$ cat src/rtl/avr_lsu_pkg.sv
`default_nettype none
// ============================================================================
//  Module      : avr_lsu_pkg
//  Description : Shared types and constants for the AVR load/store unit:
//                FSM state encoding, pointer addressing-mode codes and the
//                data-path widths.
//  Revision    : 1.0 - initial release
// ============================================================================
package avr_lsu_pkg;

    localparam int DADDR_W = 16;
    localparam int DATA_W  = 8;

    typedef enum logic [1:0] {
        IDLE = 2'd0,
        REQ  = 2'd1,
        DONE = 2'd2
    } state_t;

    typedef enum logic [1:0] {
        PM_PLAIN   = 2'b00,
        PM_POSTINC = 2'b01,
        PM_PREDEC  = 2'b10,
        PM_DISP    = 2'b11
    } ptr_mode_t;

endpackage
`default_nettype wire

$ cat src/rtl/avr_lsu_agen.sv
`default_nettype none
// ============================================================================
//  Module      : avr_lsu_agen
//  Description : Combinational address generator. Maps the pointer value,
//                addressing mode and displacement to the byte address, the
//                updated pointer value and a flag saying whether the pointer
//                pair must be written back. All arithmetic wraps modulo 2^16.
//  Ports       : i_ptr      - current X/Y/Z pointer
//                i_mode     - addressing mode (ptr_mode_t code)
//                i_disp     - q displacement, zero-extended
//                o_addr     - data-memory byte address
//                o_ptr_next - pointer value to write back
//                o_ptr_upd  - pointer write-back required
//  Revision    : 1.0 - initial release
// ============================================================================
module avr_lsu_agen
    import avr_lsu_pkg::*;
(
    input  logic [DADDR_W-1:0] i_ptr,
    input  logic [1:0]         i_mode,
    input  logic [5:0]         i_disp,
    output logic [DADDR_W-1:0] o_addr,
    output logic [DADDR_W-1:0] o_ptr_next,
    output logic               o_ptr_upd
);

    logic [DADDR_W-1:0] w_ptr_inc;
    logic [DADDR_W-1:0] w_ptr_dec;
    logic [DADDR_W-1:0] w_ptr_disp;

    assign w_ptr_inc  = i_ptr + 16'd1;
    assign w_ptr_dec  = i_ptr - 16'd1;
    assign w_ptr_disp = i_ptr + {10'd0, i_disp};

    always_comb begin
        o_addr     = i_ptr;
        o_ptr_next = i_ptr;
        o_ptr_upd  = 1'b0;
        case (i_mode)
            PM_POSTINC: begin
                o_ptr_next = w_ptr_inc;
                o_ptr_upd  = 1'b1;
            end
            PM_PREDEC: begin
                // Pre-decrement uses the decremented value for both the
                // access and the write-back.
                o_addr     = w_ptr_dec;
                o_ptr_next = w_ptr_dec;
                o_ptr_upd  = 1'b1;
            end
            PM_DISP: begin
                o_addr = w_ptr_disp;
            end
            default: begin
                o_addr = i_ptr;
            end
        endcase
    end

endmodule
`default_nettype wire

$ cat src/rtl/avr_lsu.sv
`default_nettype none
// ============================================================================
//  Module      : avr_lsu
//  Description : Load/store unit for LD/ST/LDD/STD through X/Y/Z. Captures a
//                request from the decoder, runs the data-memory req/ack
//                handshake with a bounded wait, then pulses load data,
//                pointer write-back or a timeout error for one cycle.
//  Ports       : CLK, RST           - clock, synchronous active-high reset
//                start, op_store, ptr_mode, ptr_in, disp, st_data
//                                   - request from the decoder
//                busy               - combinational PC stall request
//                mem_req/we/addr/wdata, mem_rdata, mem_ack
//                                   - data-memory handshake
//                ld_valid, ld_data  - load result for Rd
//                ptr_we, ptr_out    - pointer pair write-back
//                err                - access timed out
//  Revision    : 1.0 - initial release
// ============================================================================
module avr_lsu
    import avr_lsu_pkg::*;
#(
    parameter int TIMEOUT = 15
)(
    input  logic                CLK,
    input  logic                RST,
    input  logic                start,
    input  logic                op_store,
    input  logic [1:0]          ptr_mode,
    input  logic [DADDR_W-1:0]  ptr_in,
    input  logic [5:0]          disp,
    input  logic [DATA_W-1:0]   st_data,
    output logic                busy,
    output logic                mem_req,
    output logic                mem_we,
    output logic [DADDR_W-1:0]  mem_addr,
    output logic [DATA_W-1:0]   mem_wdata,
    input  logic [DATA_W-1:0]   mem_rdata,
    input  logic                mem_ack,
    output logic                ld_valid,
    output logic [DATA_W-1:0]   ld_data,
    output logic                ptr_we,
    output logic [DADDR_W-1:0]  ptr_out,
    output logic                err
);

    // Last wait count before the access is abandoned.
    localparam logic [7:0] c_WAIT_LAST = 8'(TIMEOUT - 1);

    state_t              r_state;
    logic [7:0]          r_wait;
    logic                r_store;
    logic                r_upd;
    logic [DADDR_W-1:0]  r_ptr_next;
    logic                r_mem_req;
    logic                r_mem_we;
    logic [DADDR_W-1:0]  r_mem_addr;
    logic [DATA_W-1:0]   r_mem_wdata;
    logic                r_ld_valid;
    logic [DATA_W-1:0]   r_ld_data;
    logic                r_ptr_we;
    logic [DADDR_W-1:0]  r_ptr_out;
    logic                r_err;

    logic [DADDR_W-1:0]  w_addr;
    logic [DADDR_W-1:0]  w_ptr_next;
    logic                w_ptr_upd;

    avr_lsu_agen u_agen (
        .i_ptr      (ptr_in),
        .i_mode     (ptr_mode),
        .i_disp     (disp),
        .o_addr     (w_addr),
        .o_ptr_next (w_ptr_next),
        .o_ptr_upd  (w_ptr_upd)
    );

    always_ff @(posedge CLK) begin
        if (RST) begin
            r_state     <= IDLE;
            r_wait      <= 8'd0;
            r_store     <= 1'b0;
            r_upd       <= 1'b0;
            r_ptr_next  <= '0;
            r_mem_req   <= 1'b0;
            r_mem_we    <= 1'b0;
            r_mem_addr  <= '0;
            r_mem_wdata <= '0;
            r_ld_valid  <= 1'b0;
            r_ld_data   <= '0;
            r_ptr_we    <= 1'b0;
            r_ptr_out   <= '0;
            r_err       <= 1'b0;
        end else begin
            case (r_state)
                IDLE: begin
                    if (start) begin
                        r_state     <= REQ;
                        r_wait      <= 8'd0;
                        r_store     <= op_store;
                        r_upd       <= w_ptr_upd;
                        r_ptr_next  <= w_ptr_next;
                        r_mem_req   <= 1'b1;
                        r_mem_we    <= op_store;
                        r_mem_addr  <= w_addr;
                        r_mem_wdata <= st_data;
                    end
                end
                REQ: begin
                    // Acknowledge is checked first so it wins over a
                    // timeout landing in the same cycle.
                    if (mem_ack) begin
                        r_state    <= DONE;
                        r_mem_req  <= 1'b0;
                        r_mem_we   <= 1'b0;
                        r_ld_valid <= ~r_store;
                        if (!r_store) begin
                            r_ld_data <= mem_rdata;
                        end
                        r_ptr_we <= r_upd;
                        if (r_upd) begin
                            r_ptr_out <= r_ptr_next;
                        end
                    end else if (r_wait == c_WAIT_LAST) begin
                        r_state   <= DONE;
                        r_mem_req <= 1'b0;
                        r_mem_we  <= 1'b0;
                        r_err     <= 1'b1;
                    end else begin
                        r_wait <= r_wait + 8'd1;
                    end
                end
                DONE: begin
                    r_state    <= IDLE;
                    r_ld_valid <= 1'b0;
                    r_ptr_we   <= 1'b0;
                    r_err      <= 1'b0;
                end
                default: begin
                    r_state <= IDLE;
                end
            endcase
        end
    end

    // Combinational so the core holds PC already in the issue cycle.
    assign busy      = start | (r_state != IDLE);
    assign mem_req   = r_mem_req;
    assign mem_we    = r_mem_we;
    assign mem_addr  = r_mem_addr;
    assign mem_wdata = r_mem_wdata;
    assign ld_valid  = r_ld_valid;
    assign ld_data   = r_ld_data;
    assign ptr_we    = r_ptr_we;
    assign ptr_out   = r_ptr_out;
    assign err       = r_err;

endmodule
`default_nettype wire

$ cat config.mk
export PLATFORM = sky130hd
export DESIGN_NAME = avr_lsu
export DESIGN_NICKNAME = d
export VERILOG_FILES = /design/src/rtl/avr_lsu_pkg.sv /design/src/rtl/avr_lsu_agen.sv /design/src/rtl/avr_lsu.sv
export SDC_FILE = /design/constraint.sdc
export NUM_CORES = 1
export LEC_CHECK = 0
export ABC_AREA = 1
export CORE_ASPECT_RATIO = 0.7
export CORE_MARGIN = 2
export CORE_UTILIZATION = 47
export DETAILED_ROUTE_END_ITERATION = 7
export PLACE_DENSITY = 0.77
export SYNTH_ARGS = -nofsm -noshare
export SYNTH_HDL_FRONTEND = slang
export SYNTH_SLANG_ARGS = --single-unit
$ cat constraint.sdc
create_clock -name CLK -period 1.5 [get_ports CLK]
set_input_delay 0.225 -clock CLK [delete_from_list [all_inputs] [get_ports CLK]]
set_output_delay 0.225 -clock CLK [all_outputs]
set_load 0.05 [all_outputs]
==> reports/qor.yml <==
floorplanning:
  start_util: 0.491
  die_width_um: 125
  pin_count: 99
  die_h_um: 89
  core_um2: 9870
  die_area_um2: 11200
  rows: 30
grt:
  grt_max_degree: 18
  gr-total-overflow: 0
  antenna_found_initial: 0
  grt.total_usage: 0.300
  grt_pass1_vias: 5401
  grt_pass1_wl_um: 26500
flow_run:
  cap_violations: 0
clock_network:
  root_buffer: "clkbuf_16"
  clk_latency_ns: 0.35
  clk_path_buf_depth: 2
  cts_made_buffers: 9
  cts_sinks: 81
  h-tree-depth: 3
  cts_hold_buf: 0
  cts.reportedPaths.clkPinSlew_ns: 0.07
  cts_tree: "yes"
route:
  routedWlPerCell_um: 16.6
  vias_per_cell: 5.54
  ant_nets: 0
  drt_iter0_markers: 675
  vias: 5715
  first_pass_iters: 6
  drt_wl_total_um: 17200
  drcViolationCount: 0
finish:
  syn2layout_area_growth_pct: 51.4
  fillers: 755
  drive_above_1_share: 0.295
  fin_area_um2: 7340
  fin_nets: 957
  n_antenna_cell: 0
logic_synthesis:
  synth_warnings: 0
  synth-async-reset-ratio: 0
  synth_seq_cells: 81
  netlist_area_um2: 4850
  postSynthAreaPerCell_um2: 6.67
  synth.distinct_cells: 40
  synth_edf_count: 0
  synth_cells: 727
  seq_area_frac_synth: 0.334
  syn_nets: 786
  synth_ff_type: "dfxtp_1"
sta:
  worst_pin_slew_ns: 0.405
  worst_slack_ns: 0.0518
  drv_slew: 0
  fmax_mhz: 691
  timing.slew.headroom: 0.730
  clock_skew_ns: 0.00749
  finalSetupViolCount: 0
  rsz0062_at_grt: "true"
  finalCriticalPeriod_ns: 1.45
  post-route-period-util: 0.965
  finalHoldViolCount: 0
pwr:
  p_per_area_nw_per_um2: 891
  power.leakage_nw: 3.38
  irDropWorstVdd_uv: 560
worst_hold_path:
  hold_path_class: "primary input to flop"
worst_setup_path:
  worstPathMaxFanout: 5
  worstPathArrival_ns: 1.72
  critical_path_class: "primary input to flop"
  cp-start-kind: "primary input"
  reg2reg_slack_ns: 0.05
  critPathCaptureType: "flop"
  required_ns: 1.77
place:
  place_ws_ns: -0.675
  dp_hpwl_um: 12600
  io_buffers: 98
  gp_congestion: 0.981
  placement.cell_area_um2: 6620
outcome:
  status: "finished clean"
synth_stat cells (4+ instances only):
library cell / n / area, µm²
nand3_1: 77 / 385
nor2_1: 88 / 330
inv_1: 63 / 236
clkbuf_1: 6 / 22.5
dfxtp_1: 81 / 1620
buf_2: 6 / 30.0
nand2_1: 173 / 649
nor2_2: 8 / 50.1
a21oi_1: 48 / 240
nand4_1: 12 / 75.1
inv_2: 8 / 30.0
nand2_2: 6 / 37.5
buf_4: 6 / 45.0
nor2_4: 10 / 113
a31oi_1: 8 / 50.1
o21ai_0: 60 / 300
buf_6: 9 / 101
nand2_4: 4 / 45.0
a22o_1: 8 / 70.1
o21ai_1: 7 / 35.0
ha_1: 13 / 163
worst max-delay path, stage by stage:
cell             delay (ns)
clkdlybuf4s50_1        0.47
inv_2                  0.11
ha_4                   0.17
clkinvlp_4             0.17
a21oi_1                0.15
o21ai_1                0.11
buf_4                  0.15
a31oi_1                0.18
path summary, 6_finish.rpt:
kind | startpoint | cells after the start | to
min reg2reg | r_ptr_next[8] | 2 | r_ptr_next[8]
max reg2reg | r_wait[0] | 9 | r_wait[3]
min | ptr_in[4] | 4 | r_ptr_next[4]
max | ptr_mode[0] | 8 | mem_addr[4]
cell type report:
cell class | count | area, µm² | share of cell area
Multi-Input combinational cell | 544 | 3020 | 0.412
Timing Repair Buffer | 191 | 1950 | 0.265
Sequential cell | 81 | 1630 | 0.221
Inverter | 71 | 272 | 0.0370
Clock buffer | 10 | 239 | 0.0325
Tap cell | 128 | 160 | 0.0218
Clock inverter | 6 | 73.8 | 0.0101
stage by stage:
step	hold slack, ns	std cells	util	setup TNS, ns	total power (W)
after global routing	0.399	1031	0.744	-0.105	0.00677
after detailed placement	0.438	1008	0.671	-19.37	0.00409
after global placement	0.435	1008	0.671	-16.22	0.00405
final	0.386	1031	0.744	0	0.00654
after CTS	0.453	1026	0.717	-0.150	0.00644
after floorplan	0.342	727	-	0	0.00334
cell usage in the layout, fill, tap and decap left out, types with 7 or more instances in the layout:
cell type and count:
nand2_1 157, buf_4 112, nor2_1 79, dfxtp_1 78
nand3_1 69, o21ai_0 59, inv_1 49, a21oi_1 47
buf_12 29, clkdlybuf4s50_1 25, inv_2 20, nand2_2 19
nor2_4 17, nand4_1 12, dlymetal6s2s_1 11, nor2_2 10
clkbuf_16 9, o21ai_1 8, a31oi_1 8, a22o_1 8
nand2_4 7, ha_4 7, dlygate4sd2_1 7
repair_timing:
action | CTS | global route
pin swaps | 7 | 17
setup buffers | 2 | 5
cloned | 0 | 0
gates resized for setup | 48 | 60
setup endpoints to repair | 35 | 53
report_power, final:
group,internal [W],switching (W),total (W)
clock network,0.00136,0.000959,0.00231
logic,0.000774,0.00108,0.00185
registers,0.00228,0.0000914,0.00237
total,0.00441,0.00213,0.00654
metal layers:
layer	vias to the layer above	part of all wire	global-route usage
li1	2746	-	-
met1	2639	0.44	0.392
met2	278	0.45	0.498
met3	52	0.083	0.0658
met4	0	0.025	0.109
met5	-	0	0
cells by family after synthesis:
logic type,synth area share
fa+ha+maj,0.0377
simple gates,0.358
xor+xnor,0.00181
flops,0.334
compound gates,0.166
buf+inv,0.102
sequential cells by signal, indices dropped and copies added (netlist names):
name	flops
r_ptr_next	16
err	1
mem_req	1
r_wait	8
r_state	2
ptr_we	1
ptr_out	16
ld_data	8
ld_valid	1
r_store	1
mem_we	1
r_upd	1
mem_wdata	8
mem_addr	16
Power figures use the tool's default switching activity.
